$ cat src/rtl/dpi_stream_sequencer.sv
// Front-end sequencer for the regex matcher bank: maps flow keys to stream ids and
// replays packet bytes with load_state/eop timing aligned to the matchers' pipeline.
module dpi_stream_sequencer #(
  parameter int unsigned NUM_REGEX = 8,
  parameter int unsigned LOAD_GAP  = 3,
  parameter int unsigned EOP_GAP   = 4
) (
  input  logic                 clk,
  input  logic                 rst,
  input  logic [7:0]           in_data,
  input  logic                 in_vld,
  input  logic                 in_sop,
  input  logic                 in_eop,
  input  logic [31:0]          in_key,
  output logic                 in_ready,
  input  logic [NUM_REGEX-1:0] cfg_enable,
  input  logic                 cfg_flush,
  output logic [7:0]           char_in,
  output logic                 char_in_vld,
  output logic                 load_state,
  output logic [5:0]           stream_id,
  output logic                 new_stream_id,
  output logic                 eop,
  output logic [NUM_REGEX-1:0] enable,
  output logic                 busy,
  output logic [15:0]          pkt_cnt,
  output logic [15:0]          drop_cnt
);

  typedef enum logic [2:0] {
    StIdle, StLookup, StLoad, StGap, StStream, StDrain, StEop
  } state_e;

  state_e                state_q, state_d;
  logic [15:0]           cnt_q, cnt_d;
  logic [31:0]           key_q, key_d;
  logic [63:0]           valid_q, valid_d;
  logic [5:0]            alloc_q, alloc_d;
  logic [5:0]            sid_q, sid_d;
  logic                  new_q, new_d;
  logic [7:0]            char_q, char_d;
  logic                  char_vld_q, char_vld_d;
  logic [15:0]           pkt_q, pkt_d;
  logic [15:0]           drop_q, drop_d;
  logic [NUM_REGEX-1:0]  enable_q;
  logic [31:0]           key_tbl_q [64];

  logic                  hit;
  logic [5:0]            hit_idx;

  always_comb begin
    hit     = 1'b0;
    hit_idx = 6'd0;
    for (int i = 0; i < 64; i++) begin
      if (!hit && valid_q[i] && key_tbl_q[i] == key_q) begin
        hit     = 1'b1;
        hit_idx = 6'(i);
      end
    end
  end

  // Ready is a decode of current state plus the incoming beat: a sop in IDLE must stay
  // pending until the lookup/load preamble has been issued.
  assign in_ready = (state_q == StStream) || ((state_q == StIdle) && !(in_vld && in_sop));

  always_comb begin
    state_d    = state_q;
    cnt_d      = cnt_q;
    key_d      = key_q;
    valid_d    = valid_q;
    alloc_d    = alloc_q;
    sid_d      = sid_q;
    new_d      = new_q;
    char_d     = char_q;
    char_vld_d = 1'b0;
    pkt_d      = pkt_q;
    drop_d     = drop_q;
    case (state_q)
      StIdle: begin
        if (in_vld && !in_sop && drop_q != 16'hFFFF) drop_d = drop_q + 16'd1;
        if (cfg_flush) begin
          valid_d = '0;
          alloc_d = '0;
        end else if (in_vld && in_sop) begin
          key_d   = in_key;
          state_d = StLookup;
        end
      end
      StLookup: begin
        if (hit) begin
          sid_d = hit_idx;
          new_d = 1'b0;
        end else begin
          sid_d            = alloc_q;
          new_d            = 1'b1;
          valid_d[alloc_q] = 1'b1;
          alloc_d          = alloc_q + 6'd1;
        end
        state_d = StLoad;
      end
      StLoad: begin
        new_d = 1'b0;
        if (LOAD_GAP <= 2) begin
          state_d = StStream;
        end else begin
          cnt_d   = 16'(LOAD_GAP - 3);
          state_d = StGap;
        end
      end
      StGap: begin
        if (cnt_q == 16'd0) state_d = StStream;
        else                cnt_d   = cnt_q - 16'd1;
      end
      StStream: begin
        if (in_vld) begin
          char_d     = in_data;
          char_vld_d = 1'b1;
          if (in_eop) begin
            cnt_d   = 16'(EOP_GAP - 1);
            state_d = StDrain;
          end
        end
      end
      StDrain: begin
        if (cnt_q == 16'd0) state_d = StEop;
        else                cnt_d   = cnt_q - 16'd1;
      end
      StEop: begin
        pkt_d   = pkt_q + 16'd1;
        state_d = StIdle;
      end
      default: state_d = StIdle;
    endcase
  end

  always_ff @(posedge clk or posedge rst) begin
    if (rst) begin
      state_q    <= StIdle;
      cnt_q      <= '0;
      key_q      <= '0;
      valid_q    <= '0;
      alloc_q    <= '0;
      sid_q      <= '0;
      new_q      <= 1'b0;
      char_q     <= '0;
      char_vld_q <= 1'b0;
      pkt_q      <= '0;
      drop_q     <= '0;
      enable_q   <= '0;
    end else begin
      state_q    <= state_d;
      cnt_q      <= cnt_d;
      key_q      <= key_d;
      valid_q    <= valid_d;
      alloc_q    <= alloc_d;
      sid_q      <= sid_d;
      new_q      <= new_d;
      char_q     <= char_d;
      char_vld_q <= char_vld_d;
      pkt_q      <= pkt_d;
      drop_q     <= drop_d;
      enable_q   <= cfg_enable;
    end
  end

  // Key storage needs no reset; the valid bits gate every compare.
  always_ff @(posedge clk) begin
    if (state_q == StLookup && !hit) key_tbl_q[alloc_q] <= key_q;
  end

  assign char_in       = char_q;
  assign char_in_vld   = char_vld_q;
  assign load_state    = (state_q == StLoad);
  assign stream_id     = sid_q;
  assign new_stream_id = new_q;
  assign eop           = (state_q == StEop);
  assign enable        = enable_q;
  assign busy          = (state_q != StIdle);
  assign pkt_cnt       = pkt_q;
  assign drop_cnt      = drop_q;

endmodule

$ cat config.mk
export PLATFORM = sky130hd
export DESIGN_NAME = dpi_stream_sequencer
export DESIGN_NICKNAME = d
export VERILOG_FILES = /design/src/rtl/dpi_stream_sequencer.sv
export SDC_FILE = /design/constraint.sdc
export NUM_CORES = 2
export LEC_CHECK = 0
export BUFFER_PORTS_ARGS = -buffer_cell sky130_fd_sc_hd__buf_2
export CAP_MARGIN = 20
export CORE_UTILIZATION = 50
export DETAILED_ROUTE_END_ITERATION = 12
export GPL_TIMING_DRIVEN = 0
export PLACE_DENSITY = 0.66
export SYNTH_ARGS = -nofsm -noshare
export SYNTH_HDL_FRONTEND = slang
export SYNTH_SLANG_ARGS = --single-unit
$ cat constraint.sdc
create_clock -name clk -period 8.7 [get_ports clk]
set_input_delay 1.305 -clock clk [delete_from_list [all_inputs] [get_ports clk]]
set_output_delay 1.305 -clock clk [all_outputs]
set_load 0.02 [all_outputs]
Yosys cells after proc, flatten, opt, wreduce, memory -nomap -nowiden. Memories as Yosys holds them, arrays and structs flattened. Cells that the tools add are included.

Add/subtract/negate cells: 4. $lt $le $gt $ge: 2. Equal/unequal tests: 80. Muxes and demuxes: 153. Bitwise gates (word level): 2. Reductions and logical operators: 213.

Operator list (number): $eq 32x32->1 (64); $mux 6 (65); $logic_and 1x1->1 (133); $mux 64 (2); $pmux 64 s2 (1); $mux 1 (71); $logic_not 1->1 (66); $or 64x64->64 (1); $mux 16 (3); $pmux 16 s3 (1); $add 16x1->16 const B (2); $mux 3 (6); $pmux 3 s6 (1); $logic_not 16->1 (1); $ne 16x16->1 const B (1); $ne 2x2->1 const B (8); $sub 16x1->16 const B (1); $pmux 6 s2 (1); $eq 3x3->1 const B (3); $lt 6x7->1 const B (1); $add 6x1->6 const B (1); $demux 1 s6 (1); $eq 3x2->1 const B (2); $ge 6x1->1 const B (1); other kinds (13) (17).

Bits in registers: 177. RAM bits: 2048. Input bits: 54. Output and inout port bits: 60. Word-level logic and storage cells: 467. Memories: 1.

Memory list: key_tbl_q (depth 64, bits a word 32, read ports 64, clocked after Yosys merged registers in 0, write ports 1, line 46) `logic [31:0] key_tbl_q [64];`.

Logic depth before layout (Yosys ltp). An unclocked memory read counts as a cell.

Depth in word-level cells: 260. Mapped depth: 17. Gate-level depth less buffers: 11.

Worst setup path after synthesis. OpenSTA, ideal clock, no wires.

Path kind: flip-flop to flip-flop. Start point: reg key_q[24]. End point: mem key_tbl_q[24][0] (enable). Library setup time: 0.506 ns. Arrival: 6.675 ns. Required time: 8.194 ns. Slack: 1.519 ns. Cell stages (with the launch flop): 14. Buffers on the path: 3. Period minus slack after synthesis: 7.181 ns. Cells stage by stage: dfrtp_1 > buf_4 > buf_6 > xor2_1 > nor3_1 > nand3_1 > nor3_1 > or4b_4 > nor4_4 > nand4b_1 > nor3_2 > nand2_2 > buf_4 > nor4_1.

Word-level cells in the longest chain between the ends: 259. Elaborated cells on any way between the ends: 322. Those cells by class: eq/ne: 64; mux: 66; reduce/logical: 192.

RTL lines: from (decl) (line 36) `logic [31:0] key_q, key_d;`; from (signal assigned) (line 153) `key_q <= key_d;`; $eq 32x32->1 (line 55) `if (!hit && valid_q[i] && key_tbl_q[i] == key_q) begin`; $logic_and 1x1->1 (line 55); $mux 1 (line 55); $logic_not 1->1 (line 55); $logic_and 1x1->1 (2 in a row) (line 55); $mux 1 (line 55); $logic_not 1->1 (line 55); $logic_and 1x1->1 (2 in a row) (line 55); (+240 left out); $mux 1 (line 55); $logic_not 1->1 (line 55); $logic_and 1x1->1 (2 in a row) (line 55); $mux 1 (*) (line 55); $logic_not 1->1 (*) (line 168) `if (state_q == StLookup && !hit) key_tbl_q[alloc_q] <= key_q;`; $logic_and 1x1->1 (*) (line 168); $mux 1 (*) (line 168); $mux 1 (implied by the code) (*) (line 168); to (decl) (line 46).

Mark *: on every way between the ends. The rest lies on a longest branch, timed or not.

Worst setup path after layout.
Start point: reg key_q[18]. End point: mem key_tbl_q[2][27] (enable).

Same word-level chain as after synthesis.

==> results.py <==
metrics = {
    "grt": {
        "grt_pass1_vias": 52600,
        "antenna_found_initial": 27,
        "grt.overflow.total": 0,
        "grt_pass1_wl_um": 447000,
        "grt_max_degree": 100,
        "grt_usage": 0.3477,
    },
    "worst_hold_path": {
        "holdPathStages": 1,
        "min_from": "pkt_cnt[15]",
        "hold_class": "flop to flop",
        "min_to": "pkt_cnt[15]",
    },
    "floorplan": {
        "io_pins": 114,
        "dieWidth_um": 436.5,
        "die_area_sq_um": 190500,
        "initial_core_util": 0.5031,
        "coreArea_sq_um": 187600,
        "die_h_um": 436.5,
        "rows": 159,
    },
    "placement": {
        "place.gp.congestion": 0.9480,
        "port_buffers": 113,
        "dp_slack_ns": 1.281,
        "place_inst": 8675,
        "place.detailed.hpwl_um": 197000,
    },
    "power": {
        "peakVddDrop_uv": 305.8,
        "p_leak_nw": 38.07,
        "p_per_area_nw_per_um2": 254.1,
        "power_mw": 27.56,
    },
    "synth": {
        "syn-cell-area_sq_um": 94390,
        "async_flop_share": 0.07955,
        "synth-edff-count": 2048,
        "avgSynthCellArea_sq_um": 15.97,
        "synth_cell_types": 75,
        "synth_top_area_frac": 0.6515,
        "ys_warn_count": 0,
        "synth_cells": 5910,
        "synth_area_leaders": "edfxtp_1, xor2_1, xnor2_1",
        "synth_nets": 5968,
        "ys_seq_elements": 2225,
        "yosys.area.top_type": "edfxtp_1",
        "synth.most_common_cell": "edfxtp_1",
        "synth-main-ff-cell": "edfxtp_1",
        "synth_commonest_cells": "edfxtp_1, xor2_1, xnor2_1",
        "ys_seq_area_frac": 0.6985,
    },
    "cells_and_area": {
        "stdcell_count": 9101,
        "area_growth_pct": 14.90,
        "final_core_utilization": 0.5781,
        "final_nets": 6463,
        "drive_gt1_frac": 0.1482,
    },
    "drt": {
        "ant_nets": 0,
        "dr.pass1.iters": 6,
        "avgViaCountPerCell": 6.240,
        "vias": 56790,
        "finalWirelength_um": 334600,
        "drtIter0Drc": 10090,
        "wl_per_cell_um": 36.77,
        "drcViolationCount": 0,
    },
    "sta": {
        "fin_ws_ns": 0.8828,
        "setup_viol": 0,
        "fin_skew_ns": 0.05253,
        "hold_viol": 0,
        "slew_viol_final": 0,
        "fin_crit_ns": 7.817,
        "max_freq_mhz": 127.9,
        "slew_headroom": 0.1366,
        "rsz0062_at_grt": "no",
        "hold_ws_ns": 0.4716,
        "fin_crit_sh": 0.8985,
        "worstMarginPinSlew_ns": 1.295,
    },
    "worst_setup_path": {
        "cp-end-kind": "flop",
        "path_class": "flop to flop",
        "reg2reg_to": "key_tbl_q[2][27]",
        "max_stage_delay_ns": 0.96,
        "crit_chain": "buf_16 > clkbuf_2 > buf_4 > buf_4 > buf_2 > xnor2_1 > nand4_1 > nor4_1 > nand3_1 > nand4_1 > nor4_1 > nand4b_1 > nor3_2 > nand2_2 > clkbuf_1 > nor3_2 > buf_6 > buf_6 > buf_6",
        "critPathMostFrequentCell": "buf_6",
        "cpMaxStageDelayCell": "nor3_2",
        "r2r_setup_slack_ns": 0.88,
        "crit_arrival_ns": 8.40,
        "critical_path.max_fanout": 36,
        "worstPathRequired_ns": 9.28,
        "reg2reg_depth": 19,
        "cp-start-kind": "flop",
        "r2r_start": "key_q[18]",
    },
    "clock_network": {
        "path_clk_slew_ns": 0.07,
        "cts_root_buf": "clkbuf_16",
        "cts_resized": 0,
        "cts_htree_levels": 4,
        "clk_latency_ns": 0.89,
        "cts.sinks": 2225,
        "cts_made_buffers": 218,
        "postCtsSetupRepairBufs": 0,
        "hold_buffers": 0,
        "cts_buffer_depth": 3,
        "cts_tree": "yes",
    },
    "run": {
        "drv_cap": 0,
    },
    "run_status": {
        "outcome": "finished clean",
    },
}
## placed cells by master (no fill, tap or decap), types with 34 or more instances in the layout
| cell | netlist | routed |
|---|---|---|
| edfxtp_1 | 2048 | 2048 |
| xor2_1 | 1330 | 1330 |
| xnor2_1 | 753 | 753 |
| nor4_1 | 336 | 333 |
| clkbuf_16 | 0 | 222 |
| nand4_1 | 210 | 210 |
| dfrtp_1 | 177 | 145 |
| buf_6 | 76 | 143 |
| buf_2 | 27 | 143 |
| nand3_1 | 138 | 138 |
| buf_4 | 114 | 129 |
| nor3_1 | 107 | 85 |
| nor2_1 | 106 | 84 |
| nand2_1 | 83 | 83 |
| clkbuf_1 | 29 | 78 |
| o21a_1 | 47 | 47 |
| clkinv_2 | 0 | 44 |
| buf_16 | 0 | 42 |
| clkinv_1 | 0 | 40 |
| mux2_2 | 38 | 38 |
| or3_1 | 34 | 34 |
## routing by layer
metal | share of wire | global-route usage | routed length [um]
met1 | 0.36 | 0.4714 | 121500
met2 | 0.45 | 0.5375 | 150900
met3 | 0.13 | 0.07815 | 44610
met4 | 0.052 | 0.1551 | 17550
met5 | 0.00023 | 0 | 78
## power by group
group | internal (mW) | switching, mW | total (mW)
clock network | 5.40 | 4.14 | 9.54
logic | 1.49 | 3.65 | 5.14
registers | 12.2 | 0.647 | 12.9
## worst max path at each step
stage / start / endpoint / slack [ns]
after global placement: key_q[16] / key_tbl_q[24][31] / -5.44
after floorplan: key_q[24] / key_tbl_q[24][0] / 1.52
after CTS: key_q[2] / key_tbl_q[43][19] / 1.24
after detailed placement: key_q[2] / key_tbl_q[43][15] / 1.28
after global routing: key_q[26] / key_tbl_q[2][27] / 0.94
final: key_q[18] / key_tbl_q[2][27] / 0.88
## flip-flops by register name, summed over array words and instances, names as in the netlist
name,count
char_in,8
enable,8
state_q,3
key_q,32
valid_q,64
char_in_vld,1
key_tbl_q,2048
drop_cnt,16
cnt_q,16
stream_id,6
pkt_cnt,16
new_stream_id,1
alloc_q,6
## critical path, delay by kind of cell (launching register included)
kind / cells / cell delay (ns)
XOR/XNOR: 1 / 0.15
flip-flops: 1 / 0.92
AND/OR/NAND/NOR: 9 / 3.16
buffers and inverters: 9 / 3.03
## logic make-up after synthesis
logic type / after synthesis / synth area share
AOI/OAI and AO/OA: 141 / 0.01038
muxes: 39 / 0.004639
adders and majority gates: 4 / 0.0005302
and+or+nand+nor: 1134 / 0.06905
DFF: 2225 / 0.6985
buffers and inverters: 284 / 0.02366
xor gates and xnor gates: 2083 / 0.1933
## stage by stage
| step | instance area (sq um) | setup TNS (ns) |
|---|---|---|
| final | 108500 | 0 |
| after floorplan | 94390 | 0 |
| after global placement | 98080 | -6251.62 |
| after CTS | 108400 | 0 |
| after detailed placement | 101200 | 0 |
| after global routing | 108400 | 0 |
## area by class of cell
class                      instances  area [sq um]
multi-input combinational       3401         26630
buffer                           261          2150
clock buffer                     295          6050
timing repair buffer             275          3204
tap                             2495          3122
inverter                          23         93.84
fill                           14290         79150
clock inverter                   118          1141
sequential                      2225         66050
antenna                            8         20.02
Power figures use the tool's default switching activity.
